===== src/rtl/hazard_ctrl.sv =====
// Pipeline hazard controller: load-use and mult/div stalls, branch/jump redirect,
// fetch-wait bubbles, plus saturating stall/flush event counters.
module hazard_ctrl #(
   parameter int MDU_CYCLES = 32,
   parameter int CNT_W      = 16
) (
   input  logic             clk,
   input  logic             rst,
   input  logic             IDEX_MemRead,
   input  logic [4:0]       IDEX_Rt,
   input  logic [4:0]       IFID_Rs,
   input  logic [4:0]       IFID_Rt,
   input  logic             IFID_UseRt,
   input  logic             IFID_UseHiLo,
   input  logic             MduStart,
   input  logic             BranchTaken,
   input  logic             Jump,
   input  logic             ImemReady,
   output logic             PCWr,
   output logic             IFIDWr,
   output logic             IFlush,
   output logic             IDEXBubble,
   output logic             MduBusy,
   output logic [CNT_W-1:0] StallCnt,
   output logic [CNT_W-1:0] FlushCnt
);

   localparam int              MW       = $clog2(MDU_CYCLES + 1);
   localparam logic [MW-1:0]   MDU_LOAD = MW'(MDU_CYCLES);
   localparam logic [CNT_W-1:0] CNT_MAX = '1;

   logic [MW-1:0]    mdu_cnt_q, mdu_cnt_d;
   logic [CNT_W-1:0] stall_cnt_q, stall_cnt_d;
   logic [CNT_W-1:0] flush_cnt_q, flush_cnt_d;
   logic             load_use, mdu_haz, stall;

   always_comb begin
      load_use = IDEX_MemRead && (IDEX_Rt != 5'd0) &&
                 ((IDEX_Rt == IFID_Rs) || (IFID_UseRt && (IDEX_Rt == IFID_Rt)));
      mdu_haz  = (mdu_cnt_q != '0) && (IFID_UseHiLo || MduStart);
      stall    = load_use || mdu_haz;
   end

   // Priority: reset clear, stall, redirect, fetch wait, normal advance.
   always_comb begin
      PCWr       = 1'b1;
      IFIDWr     = 1'b1;
      IFlush     = 1'b0;
      IDEXBubble = 1'b0;
      if (rst) begin
         PCWr       = 1'b0;
         IFlush     = 1'b1;
         IDEXBubble = 1'b1;
      end else if (stall) begin
         PCWr       = 1'b0;
         IFIDWr     = 1'b0;
         IDEXBubble = 1'b1;
      end else if (BranchTaken || Jump) begin
         IFlush     = 1'b1;
      end else if (!ImemReady) begin
         PCWr       = 1'b0;
         IFlush     = 1'b1;
      end
   end

   always_comb begin
      mdu_cnt_d   = mdu_cnt_q;
      stall_cnt_d = stall_cnt_q;
      flush_cnt_d = flush_cnt_q;
      if (rst) begin
         mdu_cnt_d   = '0;
         stall_cnt_d = '0;
         flush_cnt_d = '0;
      end else begin
         if (MduStart && !stall)
            mdu_cnt_d = MDU_LOAD;
         else if (mdu_cnt_q != '0)
            mdu_cnt_d = mdu_cnt_q - MW'(1);
         if (!IFIDWr && (stall_cnt_q != CNT_MAX))
            stall_cnt_d = stall_cnt_q + CNT_W'(1);
         if (IFlush && (flush_cnt_q != CNT_MAX))
            flush_cnt_d = flush_cnt_q + CNT_W'(1);
      end
   end

   always_ff @(posedge clk) begin
      mdu_cnt_q   <= mdu_cnt_d;
      stall_cnt_q <= stall_cnt_d;
      flush_cnt_q <= flush_cnt_d;
   end

   assign MduBusy  = (mdu_cnt_q != '0);
   assign StallCnt = stall_cnt_q;
   assign FlushCnt = flush_cnt_q;

endmodule


===== config.mk =====
export PLATFORM = sky130hd
export DESIGN_NAME = hazard_ctrl
export DESIGN_NICKNAME = d
export VERILOG_FILES = /design/src/rtl/hazard_ctrl.sv
export SDC_FILE = /design/constraint.sdc
export NUM_CORES = 1
export LEC_CHECK = 0
export ABC_AREA = 1
export CAP_MARGIN = 20
export CORE_ASPECT_RATIO = 2
export CORE_UTILIZATION = 30
export DETAILED_ROUTE_END_ITERATION = 10
export DONT_BUFFER_PORTS = 1
export PLACE_DENSITY = 0.44
export SYNTH_ARGS = -nofsm -noshare
export SYNTH_HDL_FRONTEND = slang
export SYNTH_SLANG_ARGS = --single-unit

===== constraint.sdc =====
create_clock -name clk -period 1.6 [get_ports clk]
set_input_delay 0.16 -clock clk [delete_from_list [all_inputs] [get_ports clk]]
set_output_delay 0.16 -clock clk [all_outputs]
set_load 0.1 [all_outputs]

After elaboration in Yosys (flattened, before gate mapping)
Index checks and enable logic that the tools add are counted.

cells by class
  add/subtract/negate cells = 3
  eq/ne operators = 4
  mux-type cells = 14
  reductions and logical operators = 17

operators with widths
  cell                     count
  $add A16 B1 Y16 const B  2
  $ne A16 B16 Y1 const B   2
  $mux W1                  12
  $mux W6                  2
  $eq A5 B5 Y1             2
  $logic_and A1 B1 Y1      7
  $reduce_bool A6 Y1       1
  $sub A6 B1 Y6 const B    1
  $reduce_bool A5 Y1       1
  $logic_or A1 B1 Y1       4
  $logic_not A1 Y1         2
  $reduce_bool A2 Y1       1
  $reduce_or A2 Y1         1

word-level totals
  bits in registers = 38
  output and inout port bits = 37
  logic and storage cells = 42

Depth between registers and ports, before layout
  depth after elaboration = 9
  depth in mapped cells = 14
  depth with buffers taken out = 13

Worst setup path after synthesis
Ideal clock, no wire load.

  path type = register to output
  start = reg mdu_cnt_q[0]
  end = out PCWr
  data arrival time = 3.758 ns
  required time = 1.440 ns
  setup slack = -2.318 ns
  stages on the path, launching flop included = 7
  path through = dfxtp_1 -> inv_1 -> ha_1 -> nand3_2 -> o21ai_2 -> nand3_1 -> nor2_1

between the ends
  longest elaborated chain between the ends = 5

RTL lines
  element                 line  source
  from (decl)             32    logic [MW-1:0] mdu_cnt_q, mdu_cnt_d;
  from (signal assigned)  87    mdu_cnt_q <= mdu_cnt_d;
  $reduce_bool A6 Y1      n/a
  via MduBusy             23    output logic MduBusy,
  $logic_and A1 B1 Y1     40    mdu_haz = (mdu_cnt_q != '0) && (IFID_UseHiLo || MduStart);
  $logic_or A1 B1 Y1      41    stall = load_use || mdu_haz;
  $mux W1                 54    end else if (stall) begin
  $mux W1                 50    if (rst) begin
  to (decl)               19    output logic PCWr,

The timed path passes the listed nets, and every way through them passes these cells.

Final worst setup path
  start = reg mdu_cnt_q[1]
  end = out IFlush

between the ends
  longest elaborated chain between the ends = 5

RTL lines
  element              line  source
  $reduce_bool A6 Y1   40
  $logic_and A1 B1 Y1  40
  $logic_or A1 B1 Y1   41
  $mux W1              54
  $mux W1              50
  to (decl)            21    output logic IFlush,

Every way passes these cells.

==> metrics.log <==
INFO  metric nets = 475
INFO  metric period_minus_slack = 1.68 ns
INFO  metric gpl.final_weighted_congestion = 0.778
INFO  metric critical_path.n_buffers_inverters = 3
INFO  metric place.port_buffers = 0
INFO  metric setup-violations-final = 20
INFO  metric floorplan.initialDensity = 31.2%
INFO  metric timing.critical_path.max_delay_family = buffers and inverters
INFO  metric crit_path_cell_trace = inv_2, ha_4, nand3_4, o21ai_4, buf_4, nand3_4, nand2_4, buf_12
INFO  metric path_class = reg -> out
INFO  metric top_level_ports = 61
INFO  metric mappedNetlistArea = 0.00247 mm²
INFO  metric grt_first_pass_wirelength = 11700 µm
INFO  metric dp_slack = -0.0415 ns
INFO  metric synth_most_common_cell = nand2_1
INFO  metric rsz0062_at_grt = yes
INFO  metric postSynthRegisterBits = 38
INFO  metric antenna_violating_nets_left = 0
INFO  metric first_global_vias = 2512
INFO  metric hold_path.class = in -> reg
INFO  metric status = finished, violations left
INFO  metric h-tree-depth = 2
INFO  metric report.power.total = 0.00593 W
INFO  metric floorplan.core_area = 0.00794 mm²
INFO  metric crit_path_frequent_cell = nand3_4
INFO  metric cp.required = 1.44 ns
INFO  metric slew_violations = 0
INFO  metric timing.max_cap.violations = 0
INFO  metric detail_route.iter0.violations = 67
INFO  metric later_pin_clock_latency_in_the_skew_report = 0.28 ns
INFO  metric worstPathArrival = 1.52 ns
INFO  metric static-leakage-power = 1.68 nW
INFO  metric cts.root.buffer_cell = clkbuf_16
INFO  metric top_area_cells_in_the_synthesized_netlist = dfxtp_1 31%, nand2_1 14%, nor2_1 7.6%
INFO  metric detail_route.wirelength = 7510 µm
INFO  metric overflow = 0
INFO  metric distinct_cell_type_count_of_the_synthesized_netlist = 31
INFO  metric netlist_top_cells_count = 91 x nand2_1, 50 x nor2_1, 42 x inv_1
INFO  metric yosys_most_used_dff = dfxtp_1
INFO  metric fraction_of_final_layout_cells_sized_beyond_drive_strength_1 = 40.8%
INFO  metric num_antenna_cells = 0
INFO  metric synth_cells = 372
INFO  metric async_reset_ff_share = 0%
INFO  metric grt_util_all_layers = 18.0%
INFO  metric grt_start_max_net_pins = 22
INFO  metric violations = setup timing
INFO  metric cts-buffers-inserted = 5
INFO  metric synthesis_warning_total = 0
INFO  metric yosysTopAreaCell = dfxtp_1
INFO  metric critical-path-max-stage-delay = 0.32 ns
INFO  metric number_of_enable_type_register_cells_in_the_synthesized_netlist = 0
INFO  metric power_density = 1600 mW/mm²
INFO  metric cts-root-to-sink-buffers = 2
INFO  metric routed_via_density = 4.81
INFO  metric width_of_the_chip = 66.2 µm
INFO  metric drtPass1Iterations = 4
INFO  metric max_ir_drop_vdd = 0.000712 V
INFO  metric end_kind = primary output
INFO  metric layout-area-overhead-vs-synth = 49.5%
INFO  metric floorplan.die.height = 130 µm
INFO  metric drt-wirelength-per-cell = 13.8 µm
INFO  metric avg_cell_area_syn = 6.65 µm²
INFO  metric synth_seq_area_share = 30.7%
INFO  metric layout_cells_excl_fill = 544
INFO  metric yosys.area.top_type_share = 30.7%
INFO  metric postLayoutCoreUtil = 46.6%
INFO  metric worst-path-max-fanout = 3
INFO  metric worst_slew_margin_rel = 44.5%
INFO  metric tritoncts = yes
INFO  metric fmax = 594 MHz
INFO  metric finalClockSkew = 0.00368 ns
INFO  metric remaining_drc_errors = 0
INFO  metric cts.sink_count = 38
INFO  metric place_hpwl = 5390 µm
INFO  metric clkSlewWorstSetupHoldPaths = 0.06 ns
INFO  metric placedCellCount = 519
INFO  metric tightestPinTransition = 0.830 ns
INFO  metric mappedNetlistNets = 400
INFO  metric worst_hold_slack = 0.0156 ns
INFO  metric timing.critical_path.from_type = flip-flop
INFO  metric number_of_antenna_violations_at_the_first_check_in_global_routing = 0
INFO  metric layout_worst_path_cycle_share = 105%
INFO  metric rows = 46
INFO  metric critical_path.slowest_cell = dfxtp_2
INFO  metric final_hold_viol_count = 0
INFO  metric final_critical_path_setup_slack = -0.0839 ns
INFO  metric num_vias = 2616
INFO  metric die_area = 0.00864 mm²
[worst paths after layout]
kind | startpoint | endpoint | slack, ns | cells after the start
min reg2reg | mdu_cnt_q[0]$_SDFFE_PP0P_ | mdu_cnt_q[0]$_SDFFE_PP0P_ | 0.47 | 2
max reg2reg | mdu_cnt_q[1]$_SDFFE_PP0P_ | FlushCnt[10]$_SDFFE_PP0P_ | -0.06 | 12
min | rst | FlushCnt[14]$_SDFFE_PP0P_ | 0.02 | 3
max | mdu_cnt_q[1]$_SDFFE_PP0P_ | IFlush | -0.08 | 8
[placed cells by master (no fill, tap or decap), types with 6 or more instances in the layout]
cell type  Yosys  routed
buf_4          2      66
nand2_2       10      12
xor2_1        13      13
a21oi_1       25      19
xnor2_1        8       8
nand3_1       25      17
inv_1         42      39
dfxtp_4        0      16
nor2_1        50      46
nand2_1       91      85
nor3_1         8       8
nand4_1       16      16
dfxtp_2        0      19
clkbuf_16      0       6
nand3_2        3       8
a21oi_2        7      13
[worst reg2reg max path: cells and delay by family (launching register included)]
family                   cells  cell delay [ns]
AO/OA/AOI/OAI                1             0.09
adder cells (fa/ha/maj)      1             0.14
flip-flops                   1             0.32
AND/OR/NAND/NOR              6             0.47
buffers and inverters        4             0.50
[metrics by stage]
| step | setup TNS [ns] | area, µm² |
|---|---|---|
| 6_report | -0.486 | 3700 |
| 3_5_place_dp | -0.133 | 3280 |
| 5_1_grt | -3.71 | 3700 |
| 3_3_place_gp | -0.0484 | 3280 |
| 4_1_cts | -0.572 | 3580 |
| 2_1_floorplan | -5.17 | 2750 |
[power by group]
group          switching (W)  internal [W]  total [W]
sequential          0.000144       0.00111    0.00126
combinational        0.00218       0.00134    0.00353
clock               0.000408      0.000738    0.00115
[state kept, by name, indices dropped and copies added, names as in the netlist]
signal     count
mdu_cnt_q      6
StallCnt      16
FlushCnt      16
[metal layers]
layer / vias up / wire length (µm) / part of all wire (%) / track usage (%)
met3: 10 / 295 / 3.9 / 4.25
met2: 44 / 4420 / 59 / 37.0
li1: 1349 / - / - / -
met4: 0 / 178 / 2.4 / 6.26
met1: 1213 / 2610 / 35 / 15.9
met5: - / 0 / 0 / 0
[layout make-up]
| type | instances | area, µm² |
|---|---|---|
| repair buffers | 79 | 702 |
| well taps | 96 | 120 |
| multi-input cells | 280 | 1710 |
| clock buffers | 7 | 133 |
| clock inverters | 1 | 30.0 |
| inverters | 43 | 161 |
| flip-flops and latches | 38 | 845 |
| fillers | 805 | 4240 |
[kinds of logic (layout without fill, tap and decap cells)]
family / count (synthesis) / after routing / synth area share (%)
flops: 38 / 38 / 30.7
simple gates: 215 / 216 / 40.9
xor+xnor: 21 / 21 / 7.43
compound gates: 39 / 39 / 9.40
fa+ha+maj: 4 / 4 / 2.02
buf+inv: 55 / 130 / 9.50
[repair_timing]
action	4_1_cts	5_1_grt
hold buffers	1	0
setup buffers	10	4
endpoints found under the hold margin	15	0
pin swaps	5	4
gates cloned	0	2
resized for setup	13	15
endpoints found under the setup margin	13	36
(Power assumes the default switching activity.)
